===== src/rtl/id_ex_if.sv =====
// Bundle of ID-side inputs, forwarding sources and EX-side outputs for the ID/EX stage.
interface id_ex_if #(
  parameter int DATA_W = 32,
  parameter int REG_AW = 5
);
  logic                     id_valid_i;
  logic [REG_AW-1:0]        id_rs_addr_i;
  logic [REG_AW-1:0]        id_rt_addr_i;
  logic [REG_AW-1:0]        id_rd_addr_i;
  logic signed [DATA_W-1:0] id_rs_data_i;
  logic signed [DATA_W-1:0] id_rt_data_i;
  logic signed [DATA_W-1:0] id_imm_i;
  logic [2:0]               id_alu_ctrl_i;
  logic                     id_alu_src_i;
  logic                     id_reg_dst_i;
  logic                     id_reg_write_i;
  logic                     id_mem_read_i;
  logic                     id_mem_write_i;
  logic                     id_mem_to_reg_i;
  logic                     stall_i;
  logic                     flush_i;
  logic                     exmem_reg_write_i;
  logic [REG_AW-1:0]        exmem_rd_i;
  logic signed [DATA_W-1:0] exmem_data_i;
  logic                     memwb_reg_write_i;
  logic [REG_AW-1:0]        memwb_rd_i;
  logic signed [DATA_W-1:0] memwb_data_i;
  logic signed [DATA_W-1:0] alu_data1_o;
  logic signed [DATA_W-1:0] alu_data2_o;
  logic [2:0]               alu_ctrl_o;
  logic signed [DATA_W-1:0] ex_store_data_o;
  logic [REG_AW-1:0]        ex_wr_addr_o;
  logic                     ex_valid_o;
  logic                     ex_reg_write_o;
  logic                     ex_mem_read_o;
  logic                     ex_mem_write_o;
  logic                     ex_mem_to_reg_o;
  logic                     load_use_o;

  modport master (
    output id_valid_i, id_rs_addr_i, id_rt_addr_i, id_rd_addr_i,
           id_rs_data_i, id_rt_data_i, id_imm_i, id_alu_ctrl_i,
           id_alu_src_i, id_reg_dst_i, id_reg_write_i, id_mem_read_i,
           id_mem_write_i, id_mem_to_reg_i, stall_i, flush_i,
           exmem_reg_write_i, exmem_rd_i, exmem_data_i,
           memwb_reg_write_i, memwb_rd_i, memwb_data_i,
    input  alu_data1_o, alu_data2_o, alu_ctrl_o, ex_store_data_o,
           ex_wr_addr_o, ex_valid_o, ex_reg_write_o, ex_mem_read_o,
           ex_mem_write_o, ex_mem_to_reg_o, load_use_o
  );

  modport slave (
    input  id_valid_i, id_rs_addr_i, id_rt_addr_i, id_rd_addr_i,
           id_rs_data_i, id_rt_data_i, id_imm_i, id_alu_ctrl_i,
           id_alu_src_i, id_reg_dst_i, id_reg_write_i, id_mem_read_i,
           id_mem_write_i, id_mem_to_reg_i, stall_i, flush_i,
           exmem_reg_write_i, exmem_rd_i, exmem_data_i,
           memwb_reg_write_i, memwb_rd_i, memwb_data_i,
    output alu_data1_o, alu_data2_o, alu_ctrl_o, ex_store_data_o,
           ex_wr_addr_o, ex_valid_o, ex_reg_write_o, ex_mem_read_o,
           ex_mem_write_o, ex_mem_to_reg_o, load_use_o
  );
endinterface


===== src/rtl/id_ex_stage.sv =====
// ID/EX pipeline register with EX/MEM and MEM/WB operand forwarding and load-use bubble insertion.
module id_ex_stage #(
  parameter int DATA_W = 32,
  parameter int REG_AW = 5
) (
  input logic     clk_i,
  input logic     rst_i,
  id_ex_if.slave  bus
);

  logic                     vld_p0;
  logic [REG_AW-1:0]        rs_addr_p0;
  logic [REG_AW-1:0]        rt_addr_p0;
  logic signed [DATA_W-1:0] rs_data_p0;
  logic signed [DATA_W-1:0] rt_data_p0;
  logic signed [DATA_W-1:0] imm_p0;
  logic [2:0]               alu_ctrl_p0;
  logic                     alu_src_p0;
  logic [REG_AW-1:0]        wr_addr_p0;
  logic                     reg_write_p0;
  logic                     mem_read_p0;
  logic                     mem_write_p0;
  logic                     mem_to_reg_p0;

  logic                     load_use;
  logic signed [DATA_W-1:0] rs_fwd;
  logic signed [DATA_W-1:0] rt_fwd;

  // Youngest producer wins; register 0 is hardwired and never forwarded.
  function automatic logic signed [DATA_W-1:0] fwd_sel(
    input logic [REG_AW-1:0]        src_addr,
    input logic signed [DATA_W-1:0] src_data,
    input logic                     ex_we,
    input logic [REG_AW-1:0]        ex_rd,
    input logic signed [DATA_W-1:0] ex_data,
    input logic                     wb_we,
    input logic [REG_AW-1:0]        wb_rd,
    input logic signed [DATA_W-1:0] wb_data
  );
    logic signed [DATA_W-1:0] sel;
    sel = src_data;
    if (ex_we && (ex_rd != '0) && (ex_rd == src_addr))
      sel = ex_data;
    else if (wb_we && (wb_rd != '0) && (wb_rd == src_addr))
      sel = wb_data;
    return sel;
  endfunction

  assign load_use = vld_p0 && mem_read_p0 && (wr_addr_p0 != '0) && bus.id_valid_i &&
                    ((wr_addr_p0 == bus.id_rs_addr_i) || (wr_addr_p0 == bus.id_rt_addr_i));

  // ID -> EX boundary
  always_ff @(posedge clk_i) begin
    if (rst_i || bus.flush_i) begin
      vld_p0        <= 1'b0;
      rs_addr_p0    <= '0;
      rt_addr_p0    <= '0;
      rs_data_p0    <= '0;
      rt_data_p0    <= '0;
      imm_p0        <= '0;
      alu_ctrl_p0   <= 3'b000;
      alu_src_p0    <= 1'b0;
      wr_addr_p0    <= '0;
      reg_write_p0  <= 1'b0;
      mem_read_p0   <= 1'b0;
      mem_write_p0  <= 1'b0;
      mem_to_reg_p0 <= 1'b0;
    end else if (!bus.stall_i) begin
      if (load_use || !bus.id_valid_i) begin
        vld_p0        <= 1'b0;
        rs_addr_p0    <= '0;
        rt_addr_p0    <= '0;
        rs_data_p0    <= '0;
        rt_data_p0    <= '0;
        imm_p0        <= '0;
        alu_ctrl_p0   <= 3'b000;
        alu_src_p0    <= 1'b0;
        wr_addr_p0    <= '0;
        reg_write_p0  <= 1'b0;
        mem_read_p0   <= 1'b0;
        mem_write_p0  <= 1'b0;
        mem_to_reg_p0 <= 1'b0;
      end else begin
        vld_p0        <= 1'b1;
        rs_addr_p0    <= bus.id_rs_addr_i;
        rt_addr_p0    <= bus.id_rt_addr_i;
        rs_data_p0    <= bus.id_rs_data_i;
        rt_data_p0    <= bus.id_rt_data_i;
        imm_p0        <= bus.id_imm_i;
        alu_ctrl_p0   <= bus.id_alu_ctrl_i;
        alu_src_p0    <= bus.id_alu_src_i;
        wr_addr_p0    <= bus.id_reg_dst_i ? bus.id_rd_addr_i : bus.id_rt_addr_i;
        reg_write_p0  <= bus.id_reg_write_i;
        mem_read_p0   <= bus.id_mem_read_i;
        mem_write_p0  <= bus.id_mem_write_i;
        mem_to_reg_p0 <= bus.id_mem_to_reg_i;
      end
    end
  end

  // EX operand selection (combinational from stored slot and forwarding sources)
  always_comb begin
    rs_fwd = fwd_sel(rs_addr_p0, rs_data_p0,
                     bus.exmem_reg_write_i, bus.exmem_rd_i, bus.exmem_data_i,
                     bus.memwb_reg_write_i, bus.memwb_rd_i, bus.memwb_data_i);
    rt_fwd = fwd_sel(rt_addr_p0, rt_data_p0,
                     bus.exmem_reg_write_i, bus.exmem_rd_i, bus.exmem_data_i,
                     bus.memwb_reg_write_i, bus.memwb_rd_i, bus.memwb_data_i);
  end

  assign bus.alu_data1_o     = rs_fwd;
  assign bus.alu_data2_o     = alu_src_p0 ? imm_p0 : rt_fwd;
  assign bus.ex_store_data_o = rt_fwd;
  assign bus.alu_ctrl_o      = alu_ctrl_p0;
  assign bus.ex_wr_addr_o    = wr_addr_p0;
  assign bus.ex_valid_o      = vld_p0;
  assign bus.ex_reg_write_o  = reg_write_p0;
  assign bus.ex_mem_read_o   = mem_read_p0;
  assign bus.ex_mem_write_o  = mem_write_p0;
  assign bus.ex_mem_to_reg_o = mem_to_reg_p0;
  assign bus.load_use_o      = load_use;

endmodule


===== src/flat_wrapper.sv =====
// flat-port wrapper written by rule: the top's interface ports become plain ports
module id_ex_stage_flat 
#(
  parameter int DATA_W = 32,
  parameter int REG_AW = 5
)
  (clk_i, rst_i, bus_id_valid_i, bus_id_rs_addr_i, bus_id_rt_addr_i, bus_id_rd_addr_i, bus_id_rs_data_i, bus_id_rt_data_i, bus_id_imm_i, bus_id_alu_ctrl_i, bus_id_alu_src_i, bus_id_reg_dst_i, bus_id_reg_write_i, bus_id_mem_read_i, bus_id_mem_write_i, bus_id_mem_to_reg_i, bus_stall_i, bus_flush_i, bus_exmem_reg_write_i, bus_exmem_rd_i, bus_exmem_data_i, bus_memwb_reg_write_i, bus_memwb_rd_i, bus_memwb_data_i, bus_alu_data1_o, bus_alu_data2_o, bus_alu_ctrl_o, bus_ex_store_data_o, bus_ex_wr_addr_o, bus_ex_valid_o, bus_ex_reg_write_o, bus_ex_mem_read_o, bus_ex_mem_write_o, bus_ex_mem_to_reg_o, bus_load_use_o);
  id_ex_if #(.DATA_W(DATA_W), .REG_AW(REG_AW)) bus_i ();
  input logic clk_i;
  input logic rst_i;
  input wire logic [$bits(bus_i.id_valid_i)-1:0] bus_id_valid_i;
  input wire logic [$bits(bus_i.id_rs_addr_i)-1:0] bus_id_rs_addr_i;
  input wire logic [$bits(bus_i.id_rt_addr_i)-1:0] bus_id_rt_addr_i;
  input wire logic [$bits(bus_i.id_rd_addr_i)-1:0] bus_id_rd_addr_i;
  input wire logic [$bits(bus_i.id_rs_data_i)-1:0] bus_id_rs_data_i;
  input wire logic [$bits(bus_i.id_rt_data_i)-1:0] bus_id_rt_data_i;
  input wire logic [$bits(bus_i.id_imm_i)-1:0] bus_id_imm_i;
  input wire logic [$bits(bus_i.id_alu_ctrl_i)-1:0] bus_id_alu_ctrl_i;
  input wire logic [$bits(bus_i.id_alu_src_i)-1:0] bus_id_alu_src_i;
  input wire logic [$bits(bus_i.id_reg_dst_i)-1:0] bus_id_reg_dst_i;
  input wire logic [$bits(bus_i.id_reg_write_i)-1:0] bus_id_reg_write_i;
  input wire logic [$bits(bus_i.id_mem_read_i)-1:0] bus_id_mem_read_i;
  input wire logic [$bits(bus_i.id_mem_write_i)-1:0] bus_id_mem_write_i;
  input wire logic [$bits(bus_i.id_mem_to_reg_i)-1:0] bus_id_mem_to_reg_i;
  input wire logic [$bits(bus_i.stall_i)-1:0] bus_stall_i;
  input wire logic [$bits(bus_i.flush_i)-1:0] bus_flush_i;
  input wire logic [$bits(bus_i.exmem_reg_write_i)-1:0] bus_exmem_reg_write_i;
  input wire logic [$bits(bus_i.exmem_rd_i)-1:0] bus_exmem_rd_i;
  input wire logic [$bits(bus_i.exmem_data_i)-1:0] bus_exmem_data_i;
  input wire logic [$bits(bus_i.memwb_reg_write_i)-1:0] bus_memwb_reg_write_i;
  input wire logic [$bits(bus_i.memwb_rd_i)-1:0] bus_memwb_rd_i;
  input wire logic [$bits(bus_i.memwb_data_i)-1:0] bus_memwb_data_i;
  output wire logic [$bits(bus_i.alu_data1_o)-1:0] bus_alu_data1_o;
  output wire logic [$bits(bus_i.alu_data2_o)-1:0] bus_alu_data2_o;
  output wire logic [$bits(bus_i.alu_ctrl_o)-1:0] bus_alu_ctrl_o;
  output wire logic [$bits(bus_i.ex_store_data_o)-1:0] bus_ex_store_data_o;
  output wire logic [$bits(bus_i.ex_wr_addr_o)-1:0] bus_ex_wr_addr_o;
  output wire logic [$bits(bus_i.ex_valid_o)-1:0] bus_ex_valid_o;
  output wire logic [$bits(bus_i.ex_reg_write_o)-1:0] bus_ex_reg_write_o;
  output wire logic [$bits(bus_i.ex_mem_read_o)-1:0] bus_ex_mem_read_o;
  output wire logic [$bits(bus_i.ex_mem_write_o)-1:0] bus_ex_mem_write_o;
  output wire logic [$bits(bus_i.ex_mem_to_reg_o)-1:0] bus_ex_mem_to_reg_o;
  output wire logic [$bits(bus_i.load_use_o)-1:0] bus_load_use_o;
  assign bus_i.id_valid_i = bus_id_valid_i;
  assign bus_i.id_rs_addr_i = bus_id_rs_addr_i;
  assign bus_i.id_rt_addr_i = bus_id_rt_addr_i;
  assign bus_i.id_rd_addr_i = bus_id_rd_addr_i;
  assign bus_i.id_rs_data_i = bus_id_rs_data_i;
  assign bus_i.id_rt_data_i = bus_id_rt_data_i;
  assign bus_i.id_imm_i = bus_id_imm_i;
  assign bus_i.id_alu_ctrl_i = bus_id_alu_ctrl_i;
  assign bus_i.id_alu_src_i = bus_id_alu_src_i;
  assign bus_i.id_reg_dst_i = bus_id_reg_dst_i;
  assign bus_i.id_reg_write_i = bus_id_reg_write_i;
  assign bus_i.id_mem_read_i = bus_id_mem_read_i;
  assign bus_i.id_mem_write_i = bus_id_mem_write_i;
  assign bus_i.id_mem_to_reg_i = bus_id_mem_to_reg_i;
  assign bus_i.stall_i = bus_stall_i;
  assign bus_i.flush_i = bus_flush_i;
  assign bus_i.exmem_reg_write_i = bus_exmem_reg_write_i;
  assign bus_i.exmem_rd_i = bus_exmem_rd_i;
  assign bus_i.exmem_data_i = bus_exmem_data_i;
  assign bus_i.memwb_reg_write_i = bus_memwb_reg_write_i;
  assign bus_i.memwb_rd_i = bus_memwb_rd_i;
  assign bus_i.memwb_data_i = bus_memwb_data_i;
  assign bus_alu_data1_o = bus_i.alu_data1_o;
  assign bus_alu_data2_o = bus_i.alu_data2_o;
  assign bus_alu_ctrl_o = bus_i.alu_ctrl_o;
  assign bus_ex_store_data_o = bus_i.ex_store_data_o;
  assign bus_ex_wr_addr_o = bus_i.ex_wr_addr_o;
  assign bus_ex_valid_o = bus_i.ex_valid_o;
  assign bus_ex_reg_write_o = bus_i.ex_reg_write_o;
  assign bus_ex_mem_read_o = bus_i.ex_mem_read_o;
  assign bus_ex_mem_write_o = bus_i.ex_mem_write_o;
  assign bus_ex_mem_to_reg_o = bus_i.ex_mem_to_reg_o;
  assign bus_load_use_o = bus_i.load_use_o;
  id_ex_stage #(.DATA_W(DATA_W), .REG_AW(REG_AW)) u_core (.clk_i(clk_i), .rst_i(rst_i), .bus(bus_i));
endmodule

===== config.mk =====
export PLATFORM = sky130hd
export DESIGN_NAME = id_ex_stage_flat
export DESIGN_NICKNAME = d
export VERILOG_FILES = /design/src/rtl/id_ex_if.sv /design/src/rtl/id_ex_stage.sv /design/src/flat_wrapper.sv
export SDC_FILE = /design/constraint.sdc
export NUM_CORES = 1
export LEC_CHECK = 0
export ABC_CLOCK_PERIOD_IN_PS = 7000
export CAP_MARGIN = 20
export CORE_AREA = 2 2 131 133
export DETAILED_ROUTE_END_ITERATION = 10
export DIE_AREA = 0 0 133 135
export PLACE_DENSITY = 0.78
export SYNTH_ARGS = -nofsm -noshare
export SYNTH_HDL_FRONTEND = slang
export SYNTH_SLANG_ARGS = --single-unit
export TNS_END_PERCENT = 20

===== constraint.sdc =====
create_clock -name clk_i -period 7 [get_ports clk_i]
set_input_delay 1.75 -clock clk_i [delete_from_list [all_inputs] [get_ports clk_i]]
set_output_delay 1.75 -clock clk_i [all_outputs]
set_load 0.02 [all_outputs]

-- Yosys cells after proc, flatten, opt, wreduce, memory -nomap -nowiden
Cells that the tools add are included.
- register bits after elaboration: 120
- bits of input ports: 201
- output and inout port bits: 110
- equality and inequality tests: 6
- multiplexer cells: 19
- reductions and logical operators: 17
- operator list (operator ; number):
    32-bit two-way mux ; 8
    5-bit == test ; 6
    5-bit two-way mux ; 4
    5-bit nonzero test ; 3
    1-bit logical AND ; 10
    1-bit two-way mux ; 6
    1-bit logical OR ; 3
    3-bit two-way mux ; 1
    1-bit zero test ; 1

-- Logic depth before layout (Yosys ltp)
- depth after elaboration: 6
- depth in mapped cells: 7

-- Worst setup path before layout
OpenSTA, ideal clock, no wires.
- path kind: input to output
- from: input port bus_exmem_rd_i[0]
- to: output port bus_alu_data2_o[30]
- arrival: 3.513 ns
- slack: 1.737 ns
- stages: 6
- buffers on the path: 1
- cells stage by stage: or4_4 o211ai_2 buf_2 nor3_1 a31oi_1 mux2_2
- cells in the longest elaborated chain, start to end: 5
- RTL lines (what ; RTL line ; source):
    start, declared ; flat_wrapper.sv:28 ; input wire logic [$bits(bus_i.exmem_rd_i)-1:0] bus_exmem_rd_i;
    5-bit nonzero test ; id_ex_stage.sv:42 ; if (ex_we && (ex_rd != '0) && (ex_rd == src_addr))
    1-bit logical AND ; id_ex_stage.sv:42 ;
    1-bit logical AND * ; id_ex_stage.sv:42 ;
    32-bit two-way mux * ; id_ex_stage.sv:42 ;
    net bus_ex_store_data_o[30] ; flat_wrapper.sv:36 ; output wire logic [$bits(bus_i.ex_store_data_o)-1:0] bus_ex_store_data_o;
    32-bit two-way mux * ; id_ex_stage.sv:112 ; assign bus.alu_data2_o = alu_src_p0 ? imm_p0 : rt_fwd;
    end, declared ; flat_wrapper.sv:34 ; output wire logic [$bits(bus_i.alu_data2_o)-1:0] bus_alu_data2_o;
The timed path passes the listed nets; every way through them passes the cells marked *.

-- Worst setup path after layout
- from: input port bus_exmem_rd_i[0]
- to: output port bus_alu_data2_o[30]
- cells in the longest elaborated chain, start to end: 5
- RTL lines (what ; RTL line):
    5-bit nonzero test ; id_ex_stage.sv:42
    1-bit logical AND ; id_ex_stage.sv:42
    1-bit logical AND * ; id_ex_stage.sv:42
    32-bit two-way mux * ; id_ex_stage.sv:42
    32-bit two-way mux * ; id_ex_stage.sv:112
Mark *: on every way between the ends. The rest lies on a longest branch, timed or not.

==> impl_metrics.tcl <==
set metrics [dict create \
    start_util 0.396 \
    cts_tree "yes" \
    synth-simple-area-share 0.0906 \
    final_nets 1135 \
    worstHoldPathType "reg2reg" \
    clk_path_buf_depth 2 \
    synthDistinctLibCells 34 \
    placement_rows 47 \
    core-area_mm2 0.0164 \
    yosysSeqAreaShare 0.370 \
    setup_viol 0 \
    endpoint_kind "output port" \
    io_buffers 310 \
    syn-instance-count 651 \
    cts_buffers 17 \
    cap_viol_max_count 0 \
    yosys_warnings 0 \
    drive_above_1_share 0.132 \
    required_ns 5.25 \
    drc 0 \
    cts.htree.levels 4 \
    critPathLaunch "bus_exmem_rd_i[0]" \
    wl_per_cell_um 19.4 \
    cts_setup_buffers 0 \
    powerDensity_mw_per_mm2 185 \
    synth_top_family_by_area "compound AO/OA/AOI/OAI gates" \
    vias 6277 \
    synth-main-ff-cell "dfxtp_1" \
    leakage_nw 3.72 \
    hold_buffers 0 \
    async_flop_share 0 \
    synth_enable_flop_cells 0 \
    io-pin-count 311 \
    clock_sinks 120 \
    viasPerCell 5.38 \
    fp.dieW_um 133 \
    min_period_over_period 0.908 \
    cts_resized 0 \
    ir_drop_mv 0.161 \
    r2r-start "u_core.bus.ex_wr_addr_o[0]" \
    path_class "in2out" \
    syn_area_per_cell_um2 9.99 \
    syn_area_mm2 0.00650 \
    synth_xor_area_frac 0.0404 \
    start_kind "primary input" \
    clockRootBuffer "clkbuf_16" \
    fin_crit_ns 6.36 \
    die-area_mm2 0.0180 \
    antenna_cells 0 \
    reg2reg_depth 5 \
    fin_util 0.630 \
    slew_headroom 0.352 \
    grt-ovfl-total 0 \
    drtIter0Drc 333 \
    synth_compound_area_frac 0.319 \
    reg2reg_setup_slack_ns 4.69 \
    tns_ns 0 \
    finalWirelength_mm 22.6 \
    skew_ns 0.00941 \
    crit_end "bus_alu_data2_o[30]" \
    p_total_w 0.00191 \
    antenna_found_initial 0 \
    insertion_delay_ns 0.41 \
    worst_pin_slew_ns 0.972 \
    syn-num-nets 852 \
    grt_use_total 0.241 \
    status "finished clean" \
    synth_fa_ha_area_frac 0 \
    dp.final_hpwl_mm 15.9 \
    grt_pass1_vias 6262 \
    drt_pass1_iterations 7 \
    grt_max_degree 75 \
    synth_seq_cells 120 \
    worst-path-max-fanout 17 \
    syn2layout_area_growth_pct 59.0 \
    place.gp.congestion 0.853 \
    die_h_um 135 \
    slew_violations 0 \
    r2r_end "u_core.rt_data_p0[12]" \
    grt_setup_unrepaired "no" \
    path_clk_slew_ns 0.06 \
    postRouteAntennaNets 0 \
    synth_mux_area_frac 0.113 \
    grt_first_pass_wirelength_mm 34.0 \
    final-hold-violation-count 0 \
    worstPathArrival_ns 4.61 \
    fmax_mhz 157 \
]
-- flip-flops by register name, summed over array words and instances, names as in the netlist, 3 cells and up --
| register | flops |
|---|---|
| u_core.imm_p0 | 32 |
| u_core.rt_addr_p0 | 5 |
| u_core.bus.alu_ctrl_o | 3 |
| u_core.rt_data_p0 | 32 |
| u_core.bus.ex_wr_addr_o | 5 |
| u_core.rs_addr_p0 | 5 |
| u_core.rs_data_p0 | 32 |
-- synth_stat cells (all sizes together), types with 2 or more instances --
cell type | count | area share
a22o | 119 | 0.16
a21oi | 33 | 0.025
mux2 | 37 | 0.064
inv | 33 | 0.019
nand3 | 3 | 0.0023
or4 | 2 | 0.0029
nand4 | 3 | 0.0029
nor3 | 33 | 0.025
nor2 | 33 | 0.019
dfxtp | 120 | 0.37
xnor2 | 27 | 0.036
xor2 | 3 | 0.0040
mux2i | 32 | 0.049
or3 | 33 | 0.032
clkbuf | 36 | 0.021
a31oi | 32 | 0.10
nand2 | 3 | 0.0017
o21ai | 33 | 0.025
buf | 26 | 0.027
-- cell type report --
type / count / area (µm²)
fill: 1334 / 6070
multi-input combinational: 436 / 3710
timing repair buffer: 326 / 3220
sequential: 120 / 2400
clock buffer: 21 / 480
tap: 220 / 275
inverter: 33 / 124
clock inverter: 11 / 121
-- cells by family after synthesis --
kind of cell	count (synthesis)
compound gates	223
xor+xnor	30
buf+inv	95
flops	120
mux	69
simple gates	114
-- per-stage QoR --
stage / area, µm² / setup slack [ns] / cells / hold slack (ns)
2_1_floorplan: 6500 / 1.74 / 651 / 0.436
3_3_place_gp: 9730 / 0.713 / 1135 / 0.450
3_5_place_dp: 9730 / 0.660 / 1135 / 0.449
4_1_cts: 10300 / 0.656 / 1167 / 0.471
5_1_grt: 10300 / 0.571 / 1167 / 0.480
6_report: 10300 / 0.645 / 1167 / 0.469
-- where the power goes --
group | internal, W | switching [W]
clock network | 0.000560 | 0.000326
logic | 0.000186 | 0.000133
registers | 0.000698 | 0.0000112
total | 0.00144 | 0.000470
-- metal layers --
layer,GRT usage,vias to the layer above,wire [µm],share of wire
li1,-,2994,-,-
met1,0.291,3013,9530,0.42
met2,0.414,245,11100,0.49
met3,0.0642,25,1610,0.071
met4,0.0842,0,382,0.017
met5,0,-,0,0
-- how the worst min path moves through the flow --
stage	end	cells past startpoint	slack (ns)	start
floorplan	u_core.rt_data_p0[22]	1	0.44	u_core.rt_data_p0[22]
global placement	u_core.rt_data_p0[16]	1	0.45	u_core.rt_data_p0[16]
detailed placement	u_core.rt_data_p0[2]	1	0.45	u_core.rt_data_p0[2]
CTS	u_core.imm_p0[0]	1	0.47	u_core.imm_p0[0]
global route	u_core.rs_data_p0[25]	1	0.48	u_core.rs_data_p0[25]
finish	u_core.rt_data_p0[21]	1	0.47	u_core.rt_data_p0[21]
-- critical path, cell delays in order --
cell and delay (ns):
clkdlybuf4s50_1 0.46, or4_4 0.59, o211ai_4 0.18, or2_4 0.15
buf_4 0.40, a31oi_1 0.20, mux2_2 0.31, clkdlybuf4s50_1 0.54
-- cell usage in the layout (no fill, tap or decap), types with 2 or more instances in the layout --
cell type | synthesis | routed
clkinvlp_4 | 0 | 5
nor3_1 | 33 | 33
inv_1 | 33 | 33
or3_1 | 33 | 33
buf_4 | 1 | 16
clkdlybuf4s50_1 | 0 | 310
a22o_1 | 119 | 119
a31oi_4 | 30 | 30
xnor2_1 | 27 | 27
a31oi_1 | 2 | 2
nand2_1 | 3 | 3
bufinv_16 | 0 | 2
mux2i_1 | 32 | 32
xor2_1 | 3 | 3
nand4_1 | 3 | 3
a21oi_1 | 33 | 32
mux2_2 | 37 | 37
o21ai_0 | 33 | 33
clkbuf_16 | 0 | 17
nand3_1 | 3 | 3
clkbuf_8 | 0 | 4
clkinv_2 | 0 | 3
nor2_1 | 33 | 33
dfxtp_1 | 120 | 119
No activity file was read; power rests on OpenSTA's default activity.
